**config.mk**
```make
export PLATFORM = sky130hd
export DESIGN_NAME = serial_adder_ctrl
export DESIGN_NICKNAME = d
export VERILOG_FILES = /design/src/rtl/serial_adder_ctrl_pkg.sv /design/src/rtl/serial_adder_ctrl_fa.sv /design/src/rtl/serial_adder_ctrl.sv
export SDC_FILE = /design/constraint.sdc
export NUM_CORES = 1
export LEC_CHECK = 0
export ABC_CLOCK_PERIOD_IN_PS = 1560
export BUFFER_PORTS_ARGS = -buffer_cell sky130_fd_sc_hd__clkbuf_2
export CORE_ASPECT_RATIO = 1.1
export CORE_MARGIN = 2
export CORE_UTILIZATION = 40
export CTS_CLUSTER_SIZE = 8
export DETAILED_ROUTE_END_ITERATION = 16
export MAX_ROUTING_LAYER = met4
export PLACE_DENSITY_LB_ADDON = 0.3
export SLEW_MARGIN = 20
export SYNTH_ARGS = -nofsm -noshare
export SYNTH_HDL_FRONTEND = slang
export SYNTH_SLANG_ARGS = --single-unit
export TNS_END_PERCENT = 1
```
**constraint.sdc**
```tcl
create_clock -name clk -period 1.56 [get_ports clk]
set_input_delay 0.078 -clock clk [delete_from_list [all_inputs] [get_ports clk]]
set_output_delay 0.078 -clock clk [all_outputs]
set_load 0.005 [all_outputs]
```
**src/rtl/serial_adder_ctrl_pkg.sv**
```systemverilog
// Shared definitions for the bit-serial add/subtract sequencer.
//   state_t   : FSM state encoding (IDLE / RUN / DONE)
//   OP_ADD/SUB: encoding of the op input
//   cnt_width : bit-counter width for a given operand width (minimum 1)
package serial_adder_ctrl_pkg;

   typedef enum logic [1:0] {
      IDLE = 2'd0,
      RUN  = 2'd1,
      DONE = 2'd2
   } state_t;

   localparam logic OP_ADD = 1'b0;
   localparam logic OP_SUB = 1'b1;

   // Counter must index 0..w-1; a 2-bit operand still needs one counter bit.
   function automatic int cnt_width(input int w);
      return (w <= 2) ? 1 : $clog2(w);
   endfunction

endpackage

```
**src/rtl/serial_adder_ctrl_fa.sv**
```systemverilog
// One-bit full adder used as the single bit-slice of the serial adder.
//   a, b : addend bits
//   c    : carry in
//   cy   : carry out
//   sum  : sum bit
module serial_adder_ctrl_fa (
   input  logic a,
   input  logic b,
   input  logic c,
   output logic cy,
   output logic sum
);

   assign sum = a ^ b ^ c;
   assign cy  = (a & b) | (a & c) | (b & c);

endmodule

```
**src/rtl/serial_adder_ctrl.sv**
```systemverilog
// Bit-serial add/subtract sequencer: operands are latched on an accepted
// start and pushed LSB-first through one full adder, one bit per clock.
//   clk, rst_n : clock (rising edge), asynchronous active-low reset
//   start, op  : request and operation (0 add, 1 subtract a - b), sampled when not busy
//   cin        : carry-in for add, ignored for subtract
//   a, b       : WIDTH-bit operands, sampled with start
//   busy       : high while bits are being processed (RUN)
//   done       : one-cycle pulse when sum/cout/ovf are valid
//   sum        : result, held until the next completion
//   cout       : unsigned carry out (subtract: 1 = no borrow)
//   ovf        : two's-complement overflow
module serial_adder_ctrl
   import serial_adder_ctrl_pkg::*;
#(
   parameter int WIDTH = 8
) (
   input  logic             clk,
   input  logic             rst_n,
   input  logic             start,
   input  logic             op,
   input  logic             cin,
   input  logic [WIDTH-1:0] a,
   input  logic [WIDTH-1:0] b,
   output logic             busy,
   output logic             done,
   output logic [WIDTH-1:0] sum,
   output logic             cout,
   output logic             ovf
);

   localparam int CNT_W = cnt_width(WIDTH);
   localparam logic [CNT_W-1:0] LAST_CNT = CNT_W'(WIDTH - 1);

   state_t           state_r;
   state_t           state_nxt;
   logic [WIDTH-1:0] sa_r;
   logic [WIDTH-1:0] sb_r;
   logic [WIDTH-1:0] acc_r;
   logic             carry_r;
   logic [CNT_W-1:0] cnt_r;
   logic             busy_r;
   logic             done_r;
   logic [WIDTH-1:0] sum_r;
   logic             cout_r;
   logic             ovf_r;
   logic             fa_sum_s;
   logic             fa_cy_s;
   logic             accept_s;
   logic             last_s;

   serial_adder_ctrl_fa u_fa (
      .a   (sa_r[0]),
      .b   (sb_r[0]),
      .c   (carry_r),
      .cy  (fa_cy_s),
      .sum (fa_sum_s)
   );

   // State register; busy/done are registered decodes of the next state.
   always_ff @(posedge clk or negedge rst_n) begin
      if (!rst_n) begin
         state_r <= IDLE;
         busy_r  <= 1'b0;
         done_r  <= 1'b0;
      end else begin
         state_r <= state_nxt;
         busy_r  <= (state_nxt == RUN);
         done_r  <= (state_nxt == DONE);
      end
   end

   // Next-state logic.
   always_comb begin
      state_nxt = state_r;
      case (state_r)
         IDLE: begin
            if (start) state_nxt = RUN;
            else       state_nxt = IDLE;
         end
         RUN: begin
            if (last_s) state_nxt = DONE;
            else        state_nxt = RUN;
         end
         DONE: begin
            if (start) state_nxt = RUN;
            else       state_nxt = IDLE;
         end
         default: state_nxt = IDLE;
      endcase
   end

   // Control strobes: accept a request (IDLE or back-to-back from DONE) and flag the final bit.
   always_comb begin
      accept_s = 1'b0;
      last_s   = 1'b0;
      case (state_r)
         IDLE:    accept_s = start;
         RUN:     last_s   = (cnt_r == LAST_CNT);
         DONE:    accept_s = start;
         default: begin
            accept_s = 1'b0;
            last_s   = 1'b0;
         end
      endcase
   end

   // Operand shift registers, carry flop, bit counter and sum accumulator.
   always_ff @(posedge clk or negedge rst_n) begin
      if (!rst_n) begin
         sa_r    <= {WIDTH{1'b0}};
         sb_r    <= {WIDTH{1'b0}};
         acc_r   <= {WIDTH{1'b0}};
         carry_r <= 1'b0;
         cnt_r   <= {CNT_W{1'b0}};
      end else if (accept_s) begin
         // Subtract is a + ~b + 1: invert b and force the initial carry.
         sa_r    <= a;
         sb_r    <= (op == OP_SUB) ? ~b : b;
         carry_r <= (op == OP_SUB) ? 1'b1 : cin;
         acc_r   <= {WIDTH{1'b0}};
         cnt_r   <= {CNT_W{1'b0}};
      end else if (state_r == RUN) begin
         sa_r    <= {1'b0, sa_r[WIDTH-1:1]};
         sb_r    <= {1'b0, sb_r[WIDTH-1:1]};
         acc_r   <= {fa_sum_s, acc_r[WIDTH-1:1]};
         carry_r <= fa_cy_s;
         // Hold on the final bit so a power-of-two WIDTH never wraps.
         cnt_r   <= last_s ? cnt_r : cnt_r + CNT_W'(1);
      end else begin
         sa_r    <= sa_r;
         sb_r    <= sb_r;
         acc_r   <= acc_r;
         carry_r <= carry_r;
         cnt_r   <= cnt_r;
      end
   end

   // Result registers, loaded only on the edge that enters DONE.
   // On that edge carry_r is the carry into the MSB and fa_cy_s the carry out.
   always_ff @(posedge clk or negedge rst_n) begin
      if (!rst_n) begin
         sum_r  <= {WIDTH{1'b0}};
         cout_r <= 1'b0;
         ovf_r  <= 1'b0;
      end else if (last_s) begin
         sum_r  <= {fa_sum_s, acc_r[WIDTH-1:1]};
         cout_r <= fa_cy_s;
         ovf_r  <= carry_r ^ fa_cy_s;
      end else begin
         sum_r  <= sum_r;
         cout_r <= cout_r;
         ovf_r  <= ovf_r;
      end
   end

   assign busy = busy_r;
   assign done = done_r;
   assign sum  = sum_r;
   assign cout = cout_r;
   assign ovf  = ovf_r;

endmodule

```
# Word-level counts from Yosys, hierarchy flattened
# Cells that the tools add are included.
dict set report totals {
  ff_bits 42
  inputBits 21
  out_inout_bits 12
  wordCells 49
}
dict set report classes {
  add_sub_neg 1
  eq_ne 6
  mux 18
  bitwise_logic 9
  n_reduce_logical 4
}
# op count
set op_table {}
lappend op_table {{2-to-1 mux 8 bit} 7}
lappend op_table {{2-to-1 mux 3 bit} 3}
lappend op_table {{NOT 8 bit} 1}
lappend op_table {{2-to-1 mux 1 bit} 6}
lappend op_table {{equality test 2 x 1 -> 1 bit (second input constant)} 2}
lappend op_table {{equality test 2 bit (second input constant)} 2}
lappend op_table {{case mux 2 bit (2 select lines)} 1}
lappend op_table {{adder 3 x 1 -> 3 bit (second input constant)} 1}
lappend op_table {{bitwise AND 1 bit} 3}
lappend op_table {{equality test 3 bit (second input constant)} 1}
lappend op_table {{bitwise XOR 1 bit} 3}
lappend op_table {{logical NOT 2 bit} 1}
lappend op_table {{2-to-1 mux 2 bit} 1}
lappend op_table {{!= test 2 bit (second input constant)} 1}
lappend op_table {{bitwise OR 1 bit} 2}
lappend op_table {{AND reduction 2 bit} 1}
lappend op_table {{nonzero test 2 bit} 1}
lappend op_table {{OR reduction 2 bit} 1}

# Depth between registers and ports, before layout
dict set report logic_depth {
  depth_word 5
  mapped_depth 6
  ltp_nobuf 5
}

# By module
# From an unflattened synthesis, not the netlist that was laid out.
dict set report unflattened {
  hier_cells 159
  hier_area_um2 1770.4
}
# module n_inst cells_per_inst area_each_um2 seq_area_each_um2
set modules_own_cells {}
lappend modules_own_cells {serial_adder_ctrl 1 158 1750.4 1026.0}
lappend modules_own_cells {serial_adder_ctrl_fa 1 1 20.0 0.0}

# Worst setup path after synthesis
# OpenSTA, ideal clock, no wires.
dict set report synth_timing {
  path_kind {register to register}
  from {reg cnt_r[0]}
  to {reg cout_r, in the netlist cout}
  setup_time_ns 0.125
  t_arrival_ns 1.455
  t_required_ns 1.435
  slack_ns -0.019
  path_stages_with_launch 6
  period_less_slack_ns 1.579
  cell_sequence {dfrtp_1 -> ha_1 -> ha_1 -> nand3b_1 -> buf_2 -> mux2_2}
}
dict set report synth_between {
  elab_chain_cells 2
}
# item line
set synth_lines {}
lappend synth_lines {{start: declaration} serial_adder_ctrl.sv:40} ;# logic [CNT_W-1:0] cnt_r;
lappend synth_lines {{start signal: assignment} serial_adder_ctrl.sv:114} ;# cnt_r <= {CNT_W{1'b0}};
lappend synth_lines {{start signal: assignment} serial_adder_ctrl.sv:121} ;# cnt_r <= {CNT_W{1'b0}};
lappend synth_lines {{start signal: assignment} serial_adder_ctrl.sv:128} ;# cnt_r <= last_s ? cnt_r : cnt_r + CNT_W'(1);
lappend synth_lines {{equality test 3 bit} serial_adder_ctrl.sv:98} ;# RUN: last_s = (cnt_r == LAST_CNT);
lappend synth_lines {{2-to-1 mux 1 bit} serial_adder_ctrl.sv:96} ;# case (state_r)
lappend synth_lines {{end signal: assignment} serial_adder_ctrl.sv:147} ;# cout_r <= fa_cy_s;
lappend synth_lines {{end signal: assignment} serial_adder_ctrl.sv:151} ;# cout_r <= cout_r;
lappend synth_lines {{end: declaration} serial_adder_ctrl.sv:44} ;# logic cout_r;
# No other way between the ends.
# A chain may end at the register's enable or synchronous reset.

# Worst setup path after layout
dict set report layout_timing {
  from {reg cnt_r[0]}
  to {reg sum_r[0], in the netlist sum[0]}
}
dict set report layout_between {
  elab_chain_cells 2
}
# item line
set layout_lines {}
lappend layout_lines {{equality test 3 bit} serial_adder_ctrl.sv:98}
lappend layout_lines {{2-to-1 mux 1 bit} serial_adder_ctrl.sv:96}
lappend layout_lines {{end signal: assignment} serial_adder_ctrl.sv:142} ;# sum_r <= {WIDTH{1'b0}};
lappend layout_lines {{end signal: assignment} serial_adder_ctrl.sv:146} ;# sum_r <= {fa_sum_s, acc_r[WIDTH-1:1]};
lappend layout_lines {{end signal: assignment} serial_adder_ctrl.sv:150} ;# sum_r <= sum_r;
lappend layout_lines {{end: declaration} serial_adder_ctrl.sv:43} ;# logic [WIDTH-1:0] sum_r;
# No other way between the ends.

==> flow_metrics.env <==
export IMPL_grt_max_degree=42
export IMPL_worstSkewPairLatency_ps=280
export IMPL_final_cells=238
export IMPL_hpwl_um=2171
export IMPL_path_max_fanout=12
export IMPL_grt_use_total_pct=14.58
export IMPL_grt_first_pass_wirelength_um=5244
export IMPL_gp_congestion=0.7245
export IMPL_dp_cells=228
export IMPL_die_w_um=67.55
export IMPL_total_power_mw=4.011
export IMPL_yosys_warnings=0
export IMPL_antenna_cells=0
export IMPL_switching_share_pct=32.38
export IMPL_ir_worst_vdd_mv=0.7040
export IMPL_clock_sinks=41
export IMPL_ff2ff_path_depth=5
export IMPL_min_path_type="input port to flop"
export IMPL_netlist_area_um2=1777
export IMPL_setup_tns_ps=0
export IMPL_ctsLongestPathBuffers=2
export IMPL_rows=25
export IMPL_reg2reg_setup_slack_ps=50
export IMPL_ios=33
export IMPL_rsz0062_at_grt="false"
export IMPL_drtIter0Drc=34
export IMPL_utilization_pct=50.04
export IMPL_avgSynthCellArea_um2=12.34
export IMPL_grt_overflow_total=0
export IMPL_area_delta_synth_final_pct=20.70
export IMPL_root_buffer="clkbuf_8"
export IMPL_worstPathArrival_ps=1680
export IMPL_core_area_um2=4285
export IMPL_cap_violations=0
export IMPL_finalSetupViolCount=0
export IMPL_cp_start_kind="flop"
export IMPL_die_area_um2=4992
export IMPL_drt_total_wl_um=2975
export IMPL_tightest_slew_ps=509.2
export IMPL_p_switching_mw=1.299
export IMPL_fill_cells=382
export IMPL_drive_above_1_share_pct=33.15
export IMPL_worstSetupPathType="flop to flop"
export IMPL_wl_per_cell_um=12.50
export IMPL_endpoint_kind="flop"
export IMPL_route_detailed_vias_per_inst=4.916
export IMPL_dr_total_vias=1170
export IMPL_numCtsBuffers=5
export IMPL_p_seq_share_pct=44.8
export IMPL_p_int_mw=2.713
export IMPL_first_pass_iters=4
export IMPL_min_period_ps=1514
export IMPL_clkTransAtPathRegs_ps=70
export IMPL_drc=0
export IMPL_p_clk_share_pct=16.7
export IMPL_finalInstanceArea_um2=2145
export IMPL_crit_required_ps=1720
export IMPL_port_buffers=32
export IMPL_ys_seq_area_share_pct=57.75
export IMPL_htreeDepth=2
export IMPL_slew_headroom_pct=66.05
export IMPL_power_density_nw_per_um2=1870
export IMPL_ys_seq_elements=41
export IMPL_max_freq_mhz=660.5
export IMPL_maxSlewViolCount=0
export IMPL_first_global_vias=1192
export IMPL_p_comb_share_pct=38.5
export IMPL_dieHeight_um=73.90
export IMPL_whs_path_depth=3
export IMPL_status="completed"
export IMPL_nets=208
export IMPL_antenna_left=0
export IMPL_synth_cell_types=24
export IMPL_dpl_cell_area_um2=2028
export IMPL_finClkSkew_ps=4.539
export IMPL_finalHoldViolCount=0
export IMPL_antenna_found_initial=0
export IMPL_start_util_pct=41.46
export IMPL_fin_crit_sh_pct=97.04
export IMPL_cts_tree="done"
export IMPL_synth_cells=144
export IMPL_p_leak_nw=1.112
export IMPL_syn_num_nets=168
[flip-flops by register name, indices dropped and copies added, names as in the netlist]
signal,count
done,1
sb_r,8
carry_r,1
sum,8
cnt_r,3
sa_r,8
ovf,1
cout,1
acc_r,7
busy,1
state_r,2
[critical path, cell delays in order (launching register included)]
cell	delay, ps
dfrtp_1	400
ha_1	210
ha_2	180
nand3b_1	130
buf_12	150
mux2_2	330
[final cells by class]
type	count	area [um2]	area share (%)
sequential	41	1026	47.84
multi-input combinational	92	691.9	32.26
timing repair buffer	42	265.3	12.37
clock buffer	7	86.33	4.026
tap	54	67.56	3.151
inverter	2	7.507	0.3501
[cell families after synthesis]
| kind of cell | after synthesis | share of synthesized area (%) |
|---|---|---|
| flops | 41 | 57.75 |
| mux | 23 | 13.59 |
| fa+ha+maj | 3 | 2.535 |
| simple gates | 29 | 7.535 |
| compound gates | 28 | 10.42 |
| xor+xnor | 9 | 4.437 |
| buf+inv | 11 | 3.732 |
[power by group through the flow]
| stage | clock network (mW) | logic [mW] | registers [mW] |
|---|---|---|---|
| after CTS | 0.692 | 1.57 | 1.81 |
| after global routing | 0.745 | 1.75 | 1.87 |
| after global placement | 0 | 1.49 | 1.80 |
| after floorplan | 0 | 1.13 | 1.76 |
| after detailed placement | 0 | 1.57 | 1.83 |
| final | 0.668 | 1.54 | 1.80 |
[Yosys cell counts]
master | count | area share (%)
nand3b_1 | 1 | 0.42
clkbuf_1 | 1 | 0.21
or2_2 | 2 | 0.70
a22o_1 | 10 | 4.9
o21ai_1 | 10 | 2.8
nand2_1 | 19 | 4.0
buf_4 | 1 | 0.42
dfrtp_1 | 41 | 58
a21o_1 | 1 | 0.42
nor3b_2 | 1 | 0.70
xnor2_1 | 1 | 0.49
ha_1 | 2 | 1.4
mux2i_1 | 14 | 7.9
o21ai_0 | 6 | 1.7
nor2b_1 | 2 | 0.70
buf_2 | 5 | 1.4
nand2b_1 | 1 | 0.35
buf_6 | 2 | 1.3
fa_1 | 1 | 1.1
nor2_1 | 3 | 0.63
inv_1 | 2 | 0.42
xor2_1 | 8 | 3.9
mux2_2 | 9 | 5.7
a221o_1 | 1 | 0.56
[final timing paths]
path | from | endpoint
hold / removal | a[2] | sa_r[2]
max in group asynchronous | rst_n | acc_r[6]
setup / recovery | cnt_r[0] | sum[0]
setup reg to reg | cnt_r[0] | sum[0]
min in group asynchronous | rst_n | busy
hold reg to reg | ovf | ovf
[cells in the final DEF (no fill, tap or decap), types with 8 or more instances in the layout]
| master | n |
|---|---|
| o21ai_1 | 10 |
| mux2i_1 | 14 |
| dfrtp_1 | 41 |
| a22o_1 | 10 |
| xor2_1 | 8 |
| nand2_1 | 19 |
| clkbuf_2 | 32 |
| mux2_2 | 9 |
[repair_timing]
item	in CTS	in global routing
setup endpoints to repair	0	10
hold buffers	1	1
resized for setup	0	1
hold endpoints to repair	41	1
setup buffers	0	1
[metal layers]
metal | vias up | part of all wire, % | wire length [um] | GRT usage (%)
li1 | 577 | - | - | -
met1 | 562 | 46 | 1364 | 17.70
met2 | 28 | 47 | 1407 | 23.31
met3 | 3 | 5.9 | 175 | 5.054
met4 | 0 | 0.91 | 27 | 3.401
met5 | - | 0 | 0 | -
[per-stage QoR]
| step | hold slack (ps) | setup WS, ps |
|---|---|---|
| 2_1_floorplan | -217.6 | 22.76 |
| 3_3_place_gp | 158.4 | 69.75 |
| 3_5_place_dp | 168.4 | 26.65 |
| 4_1_cts | 1.275 | 10.80 |
| 5_1_grt | 10.92 | 4.974 |
| 6_report | 2.553 | 46.10 |
Note: power is estimated with default switching activity, not from simulation.
